`src/rtl/param_bus_datapath.sv`:
```
// Single-bus datapath: NREG registers, accumulator, ALU and a req/ack memory port with stall FSM.
// Optional PBD_ZERO_FLAG_EN adds zero_flag and turns ALU op 7 into CMP (DEC is then unavailable).
module param_bus_datapath #(
   parameter int DATA_W  = 24,
   parameter int ADDR_W  = 24,
   parameter int NREG    = 12,
   parameter int MAR_IDX = 1,
   parameter int MDR_IDX = 2,
   parameter int SEL_W   = 4
) (
   input  logic              clk,
   input  logic              reset_n,
   input  logic              uop_valid,
   output logic              uop_ready,
   input  logic [SEL_W-1:0]  uop_src,
   input  logic              uop_src_imm,
   input  logic [DATA_W-1:0] uop_imm,
   input  logic              uop_alu_en,
   input  logic [2:0]        uop_alu_op,
   input  logic [NREG-1:0]   uop_dst,
   input  logic              uop_ac_wr,
   input  logic              uop_pc_inc,
   input  logic              uop_mem_rd,
   input  logic              uop_mem_wr,
   output logic              mem_req,
   output logic              mem_we,
   output logic [ADDR_W-1:0] mem_addr,
   output logic [DATA_W-1:0] mem_wdata,
   input  logic [DATA_W-1:0] mem_rdata,
   input  logic              mem_ack,
   output logic [DATA_W-1:0] ac_out,
   output logic [DATA_W-1:0] pc_out,
   output logic              neg_flag,
   output logic              proto_err
`ifdef PBD_ZERO_FLAG_EN
   ,
   output logic              zero_flag
`endif
);

   // state   | meaning
   // ST_IDLE | accepting micro-ops, ALU ops complete in one cycle
   // ST_MEM  | memory transfer outstanding, waiting for mem_ack
   typedef enum logic {ST_IDLE, ST_MEM} state_t;

   state_t              state_q, state_d;
   logic [DATA_W-1:0]   regs_q [NREG];
   logic [DATA_W-1:0]   regs_d [NREG];
   logic [DATA_W-1:0]   ac_q, ac_d;
   logic                neg_q, neg_d;
   logic                perr_q, perr_d;
   logic                mem_req_q, mem_req_d;
   logic                mem_we_q, mem_we_d;
   logic [ADDR_W-1:0]   mem_addr_q, mem_addr_d;
   logic [DATA_W-1:0]   mem_wdata_q, mem_wdata_d;
`ifdef PBD_ZERO_FLAG_EN
   logic                zero_q, zero_d;
`endif

   logic                accept, is_mem, src_ok, is_cmp;
   logic [DATA_W-1:0]   bus_b, alu_y, bus_c;

   assign uop_ready = (state_q == ST_IDLE);
   assign accept    = uop_valid && uop_ready;
   assign is_mem    = uop_mem_rd || uop_mem_wr;
   assign src_ok    = (uop_src < SEL_W'(NREG));

   always_comb begin
      bus_b = '0;
      if (uop_src_imm)
         bus_b = uop_imm;
      else if (src_ok)
         bus_b = regs_q[uop_src];
   end

   always_comb begin
      alu_y = bus_b;
      case (uop_alu_op)
         3'd0: alu_y = bus_b;
         3'd1: alu_y = ac_q + bus_b;
         3'd2: alu_y = ac_q - bus_b;
         3'd3: alu_y = ac_q * bus_b;
         3'd4: alu_y = ac_q & bus_b;
         3'd5: alu_y = ac_q | bus_b;
         3'd6: alu_y = bus_b + DATA_W'(1);
         3'd7: begin
`ifdef PBD_ZERO_FLAG_EN
            alu_y = ac_q - bus_b;
`else
            alu_y = bus_b - DATA_W'(1);
`endif
         end
         default: alu_y = bus_b;
      endcase
   end

`ifdef PBD_ZERO_FLAG_EN
   assign is_cmp = uop_alu_en && (uop_alu_op == 3'd7);
`else
   assign is_cmp = 1'b0;
`endif

   assign bus_c = uop_alu_en ? alu_y : bus_b;

   always_comb begin
      state_d     = state_q;
      regs_d      = regs_q;
      ac_d        = ac_q;
      neg_d       = neg_q;
      perr_d      = perr_q;
      mem_req_d   = mem_req_q;
      mem_we_d    = mem_we_q;
      mem_addr_d  = mem_addr_q;
      mem_wdata_d = mem_wdata_q;
`ifdef PBD_ZERO_FLAG_EN
      zero_d      = zero_q;
`endif
      if (accept && !uop_src_imm && !src_ok)
         perr_d = 1'b1;
      if (accept && !is_mem) begin
         for (int i = 0; i < NREG; i++)
            if (uop_dst[i]) regs_d[i] = bus_c;
         // an explicit PC write wins over the increment
         if (!uop_dst[0] && uop_pc_inc)
            regs_d[0] = regs_q[0] + DATA_W'(1);
         if (uop_ac_wr) begin
            if (!is_cmp) ac_d = bus_c;
            neg_d = bus_c[DATA_W-1];
`ifdef PBD_ZERO_FLAG_EN
            zero_d = (bus_c == '0);
`endif
         end
      end
      if (accept && is_mem) begin
         state_d     = ST_MEM;
         mem_req_d   = 1'b1;
         mem_we_d    = uop_mem_wr;
         mem_addr_d  = regs_q[MAR_IDX][ADDR_W-1:0];
         mem_wdata_d = regs_q[MDR_IDX];
         if (uop_mem_rd && uop_mem_wr) perr_d = 1'b1;
      end
      if (mem_ack) begin
         if (state_q == ST_MEM) begin
            state_d   = ST_IDLE;
            mem_req_d = 1'b0;
            mem_we_d  = 1'b0;
            if (!mem_we_q) regs_d[MDR_IDX] = mem_rdata;
         end else begin
            perr_d = 1'b1;
         end
      end
   end

   always_ff @(posedge clk or negedge reset_n) begin
      if (!reset_n) begin
         state_q     <= ST_IDLE;
         for (int i = 0; i < NREG; i++) regs_q[i] <= '0;
         ac_q        <= '0;
         neg_q       <= 1'b0;
         perr_q      <= 1'b0;
         mem_req_q   <= 1'b0;
         mem_we_q    <= 1'b0;
         mem_addr_q  <= '0;
         mem_wdata_q <= '0;
`ifdef PBD_ZERO_FLAG_EN
         zero_q      <= 1'b0;
`endif
      end else begin
         state_q     <= state_d;
         regs_q      <= regs_d;
         ac_q        <= ac_d;
         neg_q       <= neg_d;
         perr_q      <= perr_d;
         mem_req_q   <= mem_req_d;
         mem_we_q    <= mem_we_d;
         mem_addr_q  <= mem_addr_d;
         mem_wdata_q <= mem_wdata_d;
`ifdef PBD_ZERO_FLAG_EN
         zero_q      <= zero_d;
`endif
      end
   end

   assign mem_req   = mem_req_q;
   assign mem_we    = mem_we_q;
   assign mem_addr  = mem_addr_q;
   assign mem_wdata = mem_wdata_q;
   assign ac_out    = ac_q;
   assign pc_out    = regs_q[0];
   assign neg_flag  = neg_q;
   assign proto_err = perr_q;
`ifdef PBD_ZERO_FLAG_EN
   assign zero_flag = zero_q;
`endif

endmodule

```
`config.mk`:
```
export PLATFORM = sky130hd
export DESIGN_NAME = param_bus_datapath
export DESIGN_NICKNAME = d
export VERILOG_FILES = /design/src/rtl/param_bus_datapath.sv
export SDC_FILE = /design/constraint.sdc
export NUM_CORES = 2
export LEC_CHECK = 0
export ABC_AREA = 1
export CELL_PAD_IN_SITES_DETAIL_PLACEMENT = 1
export CELL_PAD_IN_SITES_GLOBAL_PLACEMENT = 1
export CORE_AREA = 2 2 267 269
export CTS_CLUSTER_DIAMETER = 50
export DETAILED_ROUTE_END_ITERATION = 8
export DIE_AREA = 0 0 269 271
export MAX_ROUTING_LAYER = met4
export PLACE_DENSITY_LB_ADDON = 0.1
export SLEW_MARGIN = 20
export SYNTH_ARGS = -nofsm -noshare
export SYNTH_HDL_FRONTEND = slang
export SYNTH_SLANG_ARGS = --single-unit
```
`constraint.sdc`:
```
create_clock -name clk -period 7.95 [get_ports clk]
set_clock_uncertainty 0.15 [all_clocks]
set_input_delay 2.385 -clock clk [delete_from_list [all_inputs] [get_ports clk]]
set_output_delay 2.385 -clock clk [all_outputs]
set_load 0.05 [all_outputs]
```
# --- Word-level counts from Yosys, hierarchy flattened ---
# Index checks and enable logic that the tools add are counted.
word_totals:
  reg_bits: 365
  inputBits: 77
  elab_cells: 102
classes:
  addsub: 5
  n_mul: 1
  magnitude_cmp: 2
  n_eq_ne: 7
  mux: 37
  bitwise: 4
  reduce_logical: 26
ops:
  columns: ["operator", "n"]
  rows:
  - ["2-to-1 mux 24 bit", 20]
  - ["2-to-1 mux 240 bit", 1]
  - ["one-hot mux 24 bit (8 select lines)", 1]
  - ["binary-select mux 24 bit (select 4 bit)", 1]
  - ["adder 24 x 1 -> 24 bit, second input constant", 2]
  - ["adder 24 bit", 1]
  - ["bitwise AND 24 bit", 1]
  - ["multiplier 24 x 24 -> 24 bit", 1]
  - ["OR 24 bit", 1]
  - ["AND reduction 2 bit", 12]
  - ["subtractor 24 x 1 -> 24 bit, second input constant", 1]
  - ["subtractor 24 bit", 1]
  - ["2-to-1 mux 1 bit", 14]
  - ["== test 3 bit, second input constant", 4]
  - ["logical AND 1 bit", 7]
  - ["== test 3 x 2 -> 1 bit, second input constant", 2]
  - ["greater-or-equal comparator 5 bit, second input constant", 1]
  - ["inverter 4 -> 5 bit", 1]
  - ["logical NOT 1 bit", 4]
  - ["less-than comparator 4 bit, second input constant", 1]
  - ["== test 3 x 1 -> 1 bit, second input constant", 1]
  - ["logical NOT 3 bit", 1]
  - ["nonzero test 2 bit", 1]
  - ["logical OR 1 bit", 1]
  - ["inverter 1 bit", 1]

# --- Depth between registers and ports, before layout ---
logic_depth:
  word_depth: 14
  ltp_mapped: 44
  ltp_nobuf: 41

# --- Worst setup path before layout ---
# Ideal clock, no wire load.
synth_timing:
  path_type: "input -> register"
  from: "in uop_src[0]"
  to: "reg regs_q[142] (netlist bit)"
  arrival_time_ns: 9.427
  required_ns: 7.664
  path_slack_ns: -1.763
  stages: 37
  cell_sequence: "buf_6 buf_6 buf_4 a21oi_1 o21ai_0 nand3_1 nand3_1 nand2_1 nand2_1 inv_1 clkbuf_1 nand2_1 fa_1 inv_1 fa_1 inv_1 fa_1 inv_1 fa_1 fa_1 fa_1 inv_1 fa_1 inv_1 ha_1 inv_1 nor4_1 nor3b_1 nand4_1 nand3_1 a21oi_1 o21ai_0 o2111ai_1 and2_1 inv_1 clkbuf_1 o21ai_0"
synth_via:
  elab_chain_len: 9
  word_cells_on_any_way: 16
  cone_classes: "add/sub: 4; mul: 1; order compare: 1; mux: 7; bitwise: 3"
synth_lines:
  columns: ["item", "line_no", "rtl"]
  rows:
  - ["from (decl)", "15", "input logic [SEL_W-1:0] uop_src,"]
  - ["inverter 4 -> 5 bit (implied by the code)", "73", "bus_b = regs_q[uop_src];"]
  - ["binary-select mux 24 bit (select 4 bit)", "73", null]
  - ["2-to-1 mux 24 bit (implied by the code) (2 in a row)", "73", null]
  - ["2-to-1 mux 24 bit *", "72", "else if (src_ok)"]
  - ["2-to-1 mux 24 bit *", "70", "if (uop_src_imm)"]
  - ["multiplier 24 x 24 -> 24 bit (tied with other cells)", "82", "3'd3: alu_y = ac_q * bus_b;"]
  - ["one-hot mux 24 bit (8 select lines)", "78", "case (uop_alu_op)"]
  - ["2-to-1 mux 24 bit *", "103", "assign bus_c = uop_alu_en ? alu_y : bus_b;"]
  - ["to (signal assigned)", "170", "regs_q <= regs_d;"]
  - ["to (decl)", "47", "logic [DATA_W-1:0] regs_q [NREG];"]
# Every way passes the cells marked *; elsewhere a longest branch is shown, timed or not. The select of a mux whose other input is x is not followed.
# A chain may end at the register's enable or synchronous reset.

# --- Final worst setup path ---
layout_timing:
  from: "in uop_src[0]"
  to: "reg regs_q[92] (netlist bit)"
# The elaborated chain is that of the path after synthesis.

==> flow_summary.toml <==
[outcome]
outcome = "finished, violations left"
violations = "negative setup slack"

[global_route]
grtUsageTotal_pct = 41.72
grt_max_degree = 125
overflow = 0
grt_pass1_vias = 33470
antenna_found_initial = 13
grt_pass1_wl_um = 217800

[placed_design]
io_buffers = 177
dpl.cell_count = 5535
dp_hpwl_um = 110600
globalplace.congestion = 1.035

[synth]
synthDistinctLibCells = 57
ys_ff_latch = 364
syn_nets = 4771
syn_avg_cell_area_um2 = 7.266
synth_edf_count = 0
yosysSeqAreaShare_pct = 29.15
syn_inst = 4300
synth_area_leaders = "dfrtp_1, nand2_1, fa_1"
synth_top_cell_area_share_pct = 29.15
async_reset_ff_share_pct = 100.0
yosysTopAreaCell = "dfrtp_1"
syn-cell-area_um2 = 31240
ys.flop_type = "dfrtp_1"
yosysWarningCount = 0

[final_layout]
final_nets = 5221
final_cells = 5736
drive_gt1_share_pct = 21.61
syn_to_final_growth_pct = 32.41

[route]
drt-wirelength-per-cell_um = 26.85
wl_met2_um = 67510
first_pass_iters = 5
via_per_inst = 5.860
met1Wirelength_um = 63880
dr.max_layer_used = "met4"
vias = 33610
drtIter0Drc = 3988
wl_met3_um = 15870
wl_um = 154000
ant_nets = 0
drc = 0

[die]
die_y_um = 271
fp-row-count = 97
io-pin-count = 178
die_w_um = 269
initial_core_util_pct = 44.77
die_area_um2 = 72900
core_area_um2 = 69790

[sta]
min_period_over_period_pct = 120.9
rsz0062_at_grt = "yes"
worst_pin_slew_ns = 1.289
relSlewSlack_pct = 13.98
max_freq_mhz = 104.1
hold_viol = 0
layout_min_cycle_time_ns = 9.610
setup_viol = 229
finalWorstSetupSlack_ns = -1.660
drv_slew = 0

[critical_path]
cp.arrival_ns = 9.99
path_delay_family = "adder cells"
start_kind = "input pin"
slowest_stage = "fa_1"
required_ns = 8.33
timing.setup.critical_path_class = "in -> reg"
critPathMaxFanout = 12
max_stage_delay_ns = 0.57
worst_setup_path_end_kind = "flip-flop"
crit_buf_inv = 15

[cts]
clk_pin_slew_worst_paths_ns = 0.06
numCtsBuffers = 44
cts_max_level = 2
clock_path_buffers = 3
cts_tree = "done"
clock_tree.root_cell = "clkbuf_16"
cts_hold_buffers = 0
insertion_delay_ns = 0.61
clkSinkCount = 364

[run]
cap_violations = 0

[hold_path]
min_path_type = "reg -> reg"
==> synth_stat cells (all sizes together) (34+ instances only) <==
master and count:
nand2 1220, buf 89, o21ai 452, xor2 34, nand3 292, dfrtp 364
ha 179, a21oi 192, inv 608, nand4 36, fa 215, nor2 287
clkbuf 165
==> placed cells by master (no fill, tap or decap), drive strengths merged, types with 171 or more instances in the layout <==
cell type | Yosys | layout
clkdlybuf4s50 | 0 | 171
nand3 | 292 | 292
o21ai | 452 | 452
fa | 215 | 215
ha | 179 | 179
buf | 89 | 475
a21oi | 192 | 192
nand2 | 1220 | 1220
inv | 608 | 612
nor2 | 287 | 287
dfrtp | 364 | 364
==> flip-flops by register name, indices dropped and copies added (netlist names) <==
name,flops
regs_q,264
ac_out,24
mem_addr,24
mem_wdata,24
pc_out,24
mem_req,1
mem_we,1
proto_err,1
state_q,1
==> metal layers <==
layer  vias up  global-route usage, %
met5         -                      -
met1     17150                  57.91
met3       335                  8.683
met2      1661                  60.82
li1      14470                      -
met4         0                  13.25
==> final timing paths <==
check / start / endpoint / slack [ns] / depth (start not counted)
min: mem_addr[4] / mem_addr[4] / 0.32 / 2
max in group asynchronous: reset_n / ac_out[10] / 4.77 / 2
max: uop_src[0] / regs_q[92] / -1.66 / 46
max reg2reg: regs_q[219] / regs_q[92] / 0.07 / 42
min in group asynchronous: reset_n / state_q / 1.60 / 1
min reg2reg: mem_addr[4] / mem_addr[4] / 0.32 / 2
==> worst min-delay path, delay by kind of cell, from the launching register on <==
family / cells / cell delay [ns]
and+or+nand+nor: 2 / 0.09
DFF: 1 / 0.34
==> cells by family (layout without fill, tap and decap cells) <==
group           count (synthesis)  in the layout  synth area share (%)
other cells                     0             11                     0
fa+ha+maj                     394            394                 20.94
buf+inv                       871           1356                 11.36
flops                         364            364                 29.15
compound gates                726            726                 12.39
simple gates                 1905           1905                 25.03
xor+xnor                       40             40                 1.121
==> timing repair <==
action                                  CTS  global route
resized for setup                       253           382
gates cloned                              6             8
endpoints found under the setup margin  234           234
setup buffers                            54            49
pin swaps                                63           115
==> metrics by stage <==
stage	cell area (µm²)	worst slack [ns]	hold WS, ns	utilization [%]	setup TNS [ns]
3_3_place_gp	36670	-2.467	0.3046	52.54	-447.19
3_5_place_dp	36670	-2.573	0.3106	52.54	-479.68
4_1_cts	39700	-1.415	0.3276	56.88	-215.75
5_1_grt	41370	-1.848	0.3506	59.28	-316.02
6_report	41370	-1.660	0.3227	59.28	-271.39
2_1_floorplan	31920	-1.122	0.2978	-	-136.04
==> final cells by class <==
class	count	area, µm²
fillers	8516	28420
multi-input cells	3065	20500
flip-flops and latches	364	9109
repair buffers	658	6643
inverters	617	2400
clock buffers	63	1284
well taps	940	1176
clock inverters	18	231.5
diodes	11	27.53
Power is left out: the tool's default activity adds up to more than one toggle a clock period on the data nets, which glitch-free logic cannot reach.
